<file path="src/rtl/proc_mem_arbiter.sv">
// ============================================================================
// proc_mem_arbiter
//
// Purpose:
//   Merges the processor's instruction-memory (port 0) and data-memory
//   (port 1) val/rdy request streams onto one shared memory port, and routes
//   the in-order memory responses back to the port that issued each request.
//   Requests are arbitrated round-robin. Each accepted request has its
//   opaque[7:0] field replaced by a sequence tag (the tracking FIFO write
//   index). {port_id, original opaque} is remembered in an in-order tracking
//   FIFO so that each response can be steered back with its opaque restored.
//   Both the request path and the response path are purely combinational.
//
// Parameters:
//   p_max_inflight : tracking FIFO depth (max outstanding requests),
//                    power of two, 2..16.
//
// Ports:
//   clk                         : clock, all state updates on the rising edge
//   reset                       : asynchronous, active-low reset
//   imem_reqstream_msg/val/rdy  : port 0 request  (mem_req_4B_t, 77 bits)
//   imem_respstream_msg/val/rdy : port 0 response (mem_resp_4B_t, 47 bits)
//   dmem_reqstream_msg/val/rdy  : port 1 request  (mem_req_4B_t, 77 bits)
//   dmem_respstream_msg/val/rdy : port 1 response (mem_resp_4B_t, 47 bits)
//   mem_reqstream_msg/val/rdy   : merged request towards memory
//   mem_respstream_msg/val/rdy  : in-order response from memory
//
// Message layouts:
//   mem_req_4B_t  : {type[76:74], opaque[73:66], addr[65:34], len[33:32], data[31:0]}
//   mem_resp_4B_t : {type[46:44], opaque[43:36], test[35:34], len[33:32], data[31:0]}
//
// Optional feature (macro PROC_MEM_ARBITER_STATS_EN):
//   When defined, adds three free-running 32-bit statistics outputs:
//     stats_imem_grants : accepted port-0 requests
//     stats_dmem_grants : accepted port-1 requests
//     stats_conflicts   : cycles with both request vals high and a request
//                         accepted
//   When undefined, those ports and counters do not exist.
// ============================================================================
module proc_mem_arbiter #(
   parameter int p_max_inflight = 4
) (
   input  logic        clk,
   input  logic        reset,

   input  logic [76:0] imem_reqstream_msg,
   input  logic        imem_reqstream_val,
   output logic        imem_reqstream_rdy,

   output logic [46:0] imem_respstream_msg,
   output logic        imem_respstream_val,
   input  logic        imem_respstream_rdy,

   input  logic [76:0] dmem_reqstream_msg,
   input  logic        dmem_reqstream_val,
   output logic        dmem_reqstream_rdy,

   output logic [46:0] dmem_respstream_msg,
   output logic        dmem_respstream_val,
   input  logic        dmem_respstream_rdy,

   output logic [76:0] mem_reqstream_msg,
   output logic        mem_reqstream_val,
   input  logic        mem_reqstream_rdy,

   input  logic [46:0] mem_respstream_msg,
   input  logic        mem_respstream_val,
   output logic        mem_respstream_rdy
`ifdef PROC_MEM_ARBITER_STATS_EN
  ,output logic [31:0] stats_imem_grants,
   output logic [31:0] stats_dmem_grants,
   output logic [31:0] stats_conflicts
`endif
);

   localparam int PTR_W = $clog2(p_max_inflight);
   localparam int CNT_W = PTR_W + 1;

   // Opaque field positions inside the request / response messages
   localparam int REQ_OPQ_LSB  = 66;
   localparam int RESP_OPQ_LSB = 36;

   // -------------------------------------------------------------------------
   // State
   // -------------------------------------------------------------------------
   logic [CNT_W-1:0] count_q,  count_d;
   logic [PTR_W-1:0] wr_ptr_q, wr_ptr_d;
   logic [PTR_W-1:0] rd_ptr_q, rd_ptr_d;
   logic             prio_q,   prio_d;     // 0: imem favoured, 1: dmem favoured

   // Tracking FIFO payload; holds only data, so it needs no reset
   logic             fifo_port_q [p_max_inflight];
   logic             fifo_port_d [p_max_inflight];
   logic [7:0]       fifo_opq_q  [p_max_inflight];
   logic [7:0]       fifo_opq_d  [p_max_inflight];

   // -------------------------------------------------------------------------
   // Combinational control
   // -------------------------------------------------------------------------
   logic       full;
   logic       empty;
   logic       both_val;
   logic       any_val;
   logic       grant_dmem;
   logic       push;
   logic       pop;
   logic       stale;
   logic       head_port;
   logic [7:0] head_opq;
   logic [7:0] seq_tag;
   logic [7:0] grant_opq;
   logic [76:0] grant_msg;
   logic [46:0] fwd_msg;

   always_comb begin
      full     = (count_q == CNT_W'(p_max_inflight));
      empty    = (count_q == '0);
      both_val = imem_reqstream_val & dmem_reqstream_val;
      any_val  = imem_reqstream_val | dmem_reqstream_val;

      // Grant depends only on the two vals and prio, never on memory ready,
      // so the merged val/msg cannot flip while memory is stalling.
      grant_dmem = dmem_reqstream_val & (~imem_reqstream_val | prio_q);

      grant_msg = grant_dmem ? dmem_reqstream_msg : imem_reqstream_msg;
      grant_opq = grant_msg[REQ_OPQ_LSB +: 8];

      seq_tag = '0;
      seq_tag[PTR_W-1:0] = wr_ptr_q;
   end

   // -------------------------------------------------------------------------
   // Request path
   // -------------------------------------------------------------------------
   always_comb begin
      mem_reqstream_val  = any_val & ~full;
      mem_reqstream_msg  = grant_msg;
      mem_reqstream_msg[REQ_OPQ_LSB +: 8] = seq_tag;

      imem_reqstream_rdy = imem_reqstream_val & ~grant_dmem & mem_reqstream_rdy & ~full;
      dmem_reqstream_rdy = grant_dmem & mem_reqstream_rdy & ~full;

      push = mem_reqstream_val & mem_reqstream_rdy;
   end

   // -------------------------------------------------------------------------
   // Response path
   // -------------------------------------------------------------------------
   always_comb begin
      head_port = fifo_port_q[rd_ptr_q];
      head_opq  = fifo_opq_q[rd_ptr_q];

      fwd_msg = mem_respstream_msg;
      fwd_msg[RESP_OPQ_LSB +: 8] = head_opq;

      imem_respstream_msg = fwd_msg;
      dmem_respstream_msg = fwd_msg;

      imem_respstream_val = 1'b0;
      dmem_respstream_val = 1'b0;
      mem_respstream_rdy  = 1'b1;   // empty FIFO: drain stale responses

      if (!empty) begin
         imem_respstream_val = mem_respstream_val & ~head_port;
         dmem_respstream_val = mem_respstream_val &  head_port;
         mem_respstream_rdy  = head_port ? dmem_respstream_rdy : imem_respstream_rdy;
      end

      pop   = ~empty & mem_respstream_val & mem_respstream_rdy;
      stale =  empty & mem_respstream_val;
   end

   // -------------------------------------------------------------------------
   // Next state
   // -------------------------------------------------------------------------
   always_comb begin
      count_d  = count_q + CNT_W'(push) - CNT_W'(pop);
      wr_ptr_d = push ? wr_ptr_q + PTR_W'(1) : wr_ptr_q;
      rd_ptr_d = pop  ? rd_ptr_q + PTR_W'(1) : rd_ptr_q;

      // Round-robin only advances when there was an actual contest
      prio_d = prio_q;
      if (push && both_val) begin
         prio_d = ~grant_dmem;
      end

      fifo_port_d = fifo_port_q;
      fifo_opq_d  = fifo_opq_q;
      if (push) begin
         fifo_port_d[wr_ptr_q] = grant_dmem;
         fifo_opq_d[wr_ptr_q]  = grant_opq;
      end
   end

   always_ff @(posedge clk or negedge reset) begin
      if (!reset) begin
         count_q  <= '0;
         wr_ptr_q <= '0;
         rd_ptr_q <= '0;
         prio_q   <= 1'b0;
      end else begin
         count_q  <= count_d;
         wr_ptr_q <= wr_ptr_d;
         rd_ptr_q <= rd_ptr_d;
         prio_q   <= prio_d;
      end
   end

   always_ff @(posedge clk) begin
      fifo_port_q <= fifo_port_d;
      fifo_opq_q  <= fifo_opq_d;
   end

`ifdef PROC_MEM_ARBITER_STATS_EN
   // -------------------------------------------------------------------------
   // Statistics counters (wrap naturally at 2^32)
   // -------------------------------------------------------------------------
   logic [31:0] stats_imem_grants_q, stats_imem_grants_d;
   logic [31:0] stats_dmem_grants_q, stats_dmem_grants_d;
   logic [31:0] stats_conflicts_q,   stats_conflicts_d;

   always_comb begin
      stats_imem_grants_d = stats_imem_grants_q + 32'(push & ~grant_dmem);
      stats_dmem_grants_d = stats_dmem_grants_q + 32'(push &  grant_dmem);
      stats_conflicts_d   = stats_conflicts_q   + 32'(push &  both_val);
   end

   always_ff @(posedge clk or negedge reset) begin
      if (!reset) begin
         stats_imem_grants_q <= '0;
         stats_dmem_grants_q <= '0;
         stats_conflicts_q   <= '0;
      end else begin
         stats_imem_grants_q <= stats_imem_grants_d;
         stats_dmem_grants_q <= stats_dmem_grants_d;
         stats_conflicts_q   <= stats_conflicts_d;
      end
   end

   assign stats_imem_grants = stats_imem_grants_q;
   assign stats_dmem_grants = stats_dmem_grants_q;
   assign stats_conflicts   = stats_conflicts_q;
`endif

`ifndef SYNTHESIS
   // A response with nothing outstanding belongs to a request issued before
   // the last reset; it is swallowed, but worth flagging in simulation.
   always_ff @(posedge clk) begin
      if (reset && stale) begin
         $warning("proc_mem_arbiter: stale memory response dropped (no outstanding request)");
      end
   end
`endif

endmodule

</file>
<file path="config.mk">
export PLATFORM = sky130hd
export DESIGN_NAME = proc_mem_arbiter
export DESIGN_NICKNAME = d
export VERILOG_FILES = /design/src/rtl/proc_mem_arbiter.sv
export SDC_FILE = /design/constraint.sdc
export NUM_CORES = 1
export LEC_CHECK = 0
export ABC_AREA = 0
export ABC_CLOCK_PERIOD_IN_PS = 3720
export CAP_MARGIN = 20
export CORE_AREA = 3 3 149 151
export CTS_BUF_LIST = sky130_fd_sc_hd__clkbuf_8
export CTS_CLUSTER_SIZE = 40
export DETAILED_ROUTE_END_ITERATION = 8
export DIE_AREA = 0 0 152 154
export PLACE_DENSITY = 0.57
export SLEW_MARGIN = 0
export SYNTH_ARGS = -nofsm -noshare
export SYNTH_HDL_FRONTEND = slang
export SYNTH_SLANG_ARGS = --single-unit
export TNS_END_PERCENT = 1
</file>
<file path="constraint.sdc">
create_clock -name clk -period 3.72 [get_ports clk]
set_clock_uncertainty 0.2 [all_clocks]
set_input_delay 0.372 -clock clk [delete_from_list [all_inputs] [get_ports clk]]
set_output_delay 0.372 -clock clk [all_outputs]
set_load 0.02 [all_outputs]
</file>
## Word-level counts from Yosys, hierarchy flattened

Index checks and enable logic that the tools add are counted.
W data, S select, Z words.

| operators by class | value |
|---|---|
| reduce and logical (&&, ||, !) cells | 3 |
| magnitude comparators | 3 |
| eq/ne operators | 1 |
| mux-type cells | 17 |
| add/sub/neg operators | 4 |
| bitwise logic cells | 22 |

Operator list:

| operator | number |
|---|---|
| $mux W77 | 1 |
| $bwmux W32 | 1 |
| $mux W8 | 3 |
| $bmux W8 S2 | 1 |
| $demux W8 S2 | 1 |
| $and A1 B1 Y1 | 13 |
| $mux W1 | 7 |
| $ge A3 B3 Y1 const B | 2 |
| $not A2 Y3 | 2 |
| $not A1 Y1 | 5 |
| $add A2 B1 Y2 const B | 2 |
| $bwmux W4 | 1 |
| $add A3 B1 Y3 | 1 |
| $eq A3 B3 Y1 const B | 1 |
| $logic_not A3 Y1 | 1 |
| $lt A3 B1 Y1 const B | 1 |
| $sub A3 B1 Y3 | 1 |
| $bmux W1 S2 | 1 |
| $demux W1 S2 | 1 |
| $logic_and A1 B1 Y1 | 2 |
| $or A1 B1 Y1 | 2 |

| storage, ports and cells | value |
|---|---|
| logic and storage cells | 62 |
| output and inout port bits | 177 |
| input bits | 209 |
| register bits | 44 |

## Logic depth before layout (Yosys ltp)

| logic depth | value |
|---|---|
| depth in word-level cells | 8 |
| gate-level depth with buffers | 12 |
| gate-level depth less buffers | 11 |

## Worst setup path before layout

No wires, ideal clock.

| timing path | value |
|---|---|
| path kind | reg-to-reg |
| start point | register count_q[1] |
| end point | register count_q[2] |
| data arrival time | 2.308 ns |
| data required time | 3.396 ns |
| slack | 1.088 ns |
| clock period less this slack | 2.632 ns |
| setup time | 0.124 ns |
| path buffers | 0 |
| stages on the path, launching flop included | 12 |
| cells stage by stage | dfrtp_1 -> or3b_1 -> o21a_2 -> and2_4 -> inv_1 -> ha_1 -> inv_1 -> ha_1 -> inv_1 -> fa_1 -> xnor2_1 -> xnor2_1 |

| on the way | value |
|---|---|
| cells in the longest elaborated chain, start to end | 6 |
| elaborated cells on any way between the ends | 11 |
| classes of those cells | add/sub (2); eq/ne (1); mux (1); bitwise (6); reduce/logical (1) |

Ends and longest elaborated chain:

| element | RTL line | RTL |
|---|---|---|
| from (decl) | 86 | `logic [CNT_W-1:0] count_q, count_d;` |
| from (signal assigned) | 202 | `count_q <= count_d;` |
| $eq A3 B3 Y1 | 116 | `full = (count_q == CNT_W'(p_max_inflight));` |
| $not A1 Y1 | 136 | `mem_reqstream_val = any_val & ~full;` |
| $and A1 B1 Y1 | 136 |  |
| via mem_reqstream_val | 63 | `output logic mem_reqstream_val,` |
| $and A1 B1 Y1 | 143 | `push = mem_reqstream_val & mem_reqstream_rdy;` |
| $add A3 B1 Y3 | 177 | `count_d = count_q + CNT_W'(push) - CNT_W'(pop);` |
| $sub A3 B1 Y3 | 177 |  |
| via count_d[2] | 86 |  |

The timed path passes the listed nets, and every way through them passes these cells.
A chain may end at the register's enable or synchronous reset.

## Final worst setup path

| timing path | value |
|---|---|
| start point | register rd_ptr_q[1] |
| end point | register count_q[2] |

| on the way | value |
|---|---|
| cells in the longest elaborated chain, start to end | 8 |

Ends and longest elaborated chain:

| element | RTL line | RTL |
|---|---|---|
| from (decl) | 88 | `logic [PTR_W-1:0] rd_ptr_q, rd_ptr_d;` |
| from (signal assigned) | 204 | `rd_ptr_q <= rd_ptr_d;` |
| $not A2 Y3 (implied by the code) | 150 | `head_port = fifo_port_q[rd_ptr_q];` |
| $bmux W1 S2 | 150 |  |
| $mux W1 (implied by the code) (2 in a row) | 150 |  |
| $mux W1 | 166 | `mem_respstream_rdy = head_port ? dmem_respstream_rdy : imem_respstream_rdy;` |
| $mux W1 | 163 | `if (!empty) begin` |
| $and A1 B1 Y1 | 169 | `pop = ~empty & mem_respstream_val & mem_respstream_rdy;` |
| via pop | 106 | `logic pop;` |
| $sub A3 B1 Y3 | 177 |  |
| via count_d[2] | 86 |  |

The timed path passes the listed nets, and every way through them passes these cells. The select of a mux whose other input is x is not followed.

==> flow_summary.toml <==
[run_status]
run_status = "completed"

[clock_tree]
cts_post_setup_buffers_inserted = 0
clockBufferDepth = 2
number_of_cells_upsized_or_downsized_after_cts = 0
ctsRootBufferMaster = "clkbuf_8"
cts.hold.buffers_added = 0
clkTransAtPathRegs_ns = 0.07
numClockSinks = 44
tritoncts_clock_tree = "built"
cts-buffers-inserted = 5
clk_latency_ns = 0.29
h-tree-depth = 2

[global_route]
globalRouteOverflowTotal = 0
globalRouteTotalUtil_pct = 9.26
wire_length_of_the_first_global_routing_pass_mm = 17.1
grt_max_degree = 56
first_global_vias = 2972
antenna_found_initial = 0

[setup_path]
worst_r2r_path_depth = 11
regToRegSetupSlack_ns = 0.65
setup.worst_path.start = "rd_ptr_q[1]"
worst-path-buf-inv = 2
critPathMaxStageDelay_ns = 0.68
critPathArrivalTime_ns = 3.09
worst-setup-path-type = "reg2reg"
timing.critical_path.to_type = "flip-flop"
r2r-end = "count_q[2]"
critical_path.top_delay_family = "multiplexers"
timing.critical_path.fanout_max = 11
timing.critical_path.to = "count_q[2]"
crit-reg2reg-launch = "rd_ptr_q[1]"
startpoint_type = "flip-flop"
critPathRequiredTime_ns = 3.74
path_cells = "mux2i_1 -> mux2i_2 -> mux2i_1 -> nor2_1 -> ha_1 -> inv_1 -> ha_1 -> inv_1 -> fa_1 -> xnor2_1 -> xnor2_1"
crit_slowest_cell = "dfrtp_1"
path_depth = 11

[min_path]
type_of_the_worst_min_delay_path = "in2async"

[floorplanning]
floorplan.rows = 53
fp.dieW_um = 152
initial_core_util_pct = 19.2
core-area_mm2 = 0.0210
die_outline_area_mm2 = 0.0234
ios = 386
vertical_extent_of_the_die_um = 154

[sta]
timing_worst_slew_pin_value_ns = 0.536
timing_max_transition_violations_final = 0
period_needed_ns = 3.07
clock.fmax_ghz = 0.326
setup_violations = 0
worst_slew_margin_rel_pct = 64.3
timing.final.hold_violations = 0
rsz0062_at_grt = "no"
setup_tns_ns = 0
timing.final.crit_share_pct = 82.6

[layout]
post_route_cells_drive_above_1_share_pct = 19.8
finalNetCount = 665
final.fill_count = 2211
finish.cell_count_without_fillers = 725
antenna_cells = 0
flow.area_growth_from_synthesis_pct = 43.0
final_core_utilization_pct = 27.5

[logic_synthesis]
netlist.area_leader.share_pct = 30.9
asyncSetResetFlopFracSynth_pct = 18.2
synth_simple_gate_area_share_pct = 2.86
netlist_area_mm2 = 0.00403
synth-edff-count = 36
synth.area.top_cells = "buf_4 (31%), edfxtp_1 (27%), mux2_2 (16%)"
synth.yosys.seq_area_share_pct = 31.8
synth.mux.area_fraction_pct = 27.6
synth.lib_cells_used.distinct = 34
synthesis.instances = 350
yosysWarnings = 0
yosys_most_used_dff = "edfxtp_1"
main_combinational_cell_family_by_area_after_synthesis = "buffers and inverters"
post_synth_xor_area_fraction_pct = 1.27
synthesis.area_per_instance_um2 = 11.5
synth_area_in_compound_gates_pct = 1.15
post-synth-top-area-cell = "buf_4"
ys_ff_latch = 44
synthAdderAreaFrac_pct = 2.36
synth_most_common_cell = "buf_4"
synthTopCellsByCount = "buf_4 (166), mux2_2 (58), edfxtp_1 (36)"

[placement]
place_inst = 717
place.gp.congestion = 0.762
dp_hpwl_mm = 9.98
place.port_buffers = 254

[route]
drtIter0Drc = 49
count_of_nets_left_with_antenna_violations_after_detail_routing = 0
detail_route.first_pass.iterations = 4
route.detailed.wl_per_inst_um = 16.1
dr.max_layer_used = "met4"
vias_per_cell = 3.69
drc = 0
routed_wl_mm = 11.7
m1WireLength_mm = 4.21
wl_met3_mm = 1.35
wl_met2_mm = 5.99
route.vias.total = 2672

[power]
static_leak_nw = 2.08
power_per_cell_area_mw_per_mm2 = 465
peakVddDrop_uv = 157
pwr_total_mw = 2.68

[run]
drv.max_cap_violation_count = 0
==> state kept, by name, summed over array words and instances (netlist names) <==
name	count
wr_ptr_q	2
prio_q	1
fifo_port_q	4
rd_ptr_q	2
fifo_opq_q	32
count_q	3
==> worst register-to-register path, cell delays in order, from the launching register on <==
cell and delay, ns:
dfrtp_1 0.68, mux2i_1 0.24, mux2i_2 0.30, mux2i_1 0.26, nor2_1 0.08, ha_1 0.28
inv_1 0.07, ha_1 0.14, inv_1 0.05, fa_1 0.38, xnor2_1 0.19, xnor2_1 0.14
==> through the flow <==
step / instance area, µm² / hold slack (ns) / worst slack [ns]
after floorplan: 4050 / -0.124 / 1.09
after global placement: 5680 / 0.309 / 0.688
after detailed placement: 5680 / 0.327 / 0.640
after CTS: 5760 / 0.167 / 0.609
after global routing: 5760 / 0.192 / 0.478
final: 5760 / 0.175 / 0.648
==> cell type report <==
cell class / instances / area [µm²] / share of cell area (%)
clock buffers: 5 / 68.8 / 1.19
clock inverters: 3 / 11.3 / 0.195
inverters: 8 / 30.0 / 0.521
multi-input cells: 132 / 1440 / 25.0
flip-flops and latches: 44 / 1280 / 22.2
well taps: 275 / 344 / 5.97
repair buffers: 258 / 2580 / 44.9
==> worst min-delay path by stage <==
stage	cells after the start	startpoint	to	slack, ns
floorplan	0	reset	count_q[0]	-0.12
global placement	1	count_q[0]	count_q[0]	0.31
detailed placement	1	prio_q	prio_q	0.33
CTS	1	reset	count_q[2]	0.17
global route	1	reset	rd_ptr_q[0]	0.19
finish	1	reset	prio_q	0.17
==> report_power, final <==
part	total, mW	internal [mW]	switching (mW)
clock network	0.275	0.125	0.149
logic	1.67	0.895	0.773
registers	0.739	0.661	0.0784
==> layout by cell type, fill, tap and decap left out, types with 3 or more instances in the layout <==
master / count
clkdlybuf4s50_1: 254
mux2_2: 58
edfxtp_1: 36
mux2_1: 19
mux4_2: 8
inv_1: 8
dfrtp_1: 8
ha_1: 6
conb_1: 6
mux2i_1: 5
clkbuf_8: 5
and3_2: 4
nor2_1: 3
xnor2_1: 3
buf_4: 3
==> layer usage <==
metal,global-route usage (%),up-vias
met1,9.87,1210
met3,4.48,11
li1,-,1229
met5,0,-
met4,1.88,0
met2,16.7,222
==> logic make-up after synthesis <==
kind of cell | Yosys count
adders and majority gates | 7
other | 1
and+or+nand+nor | 18
xor gates and xnor gates | 5
buffers and inverters | 179
AOI/OAI and AO/OA | 5
muxes | 91
DFF | 44
Power figures use the tool's default switching activity.
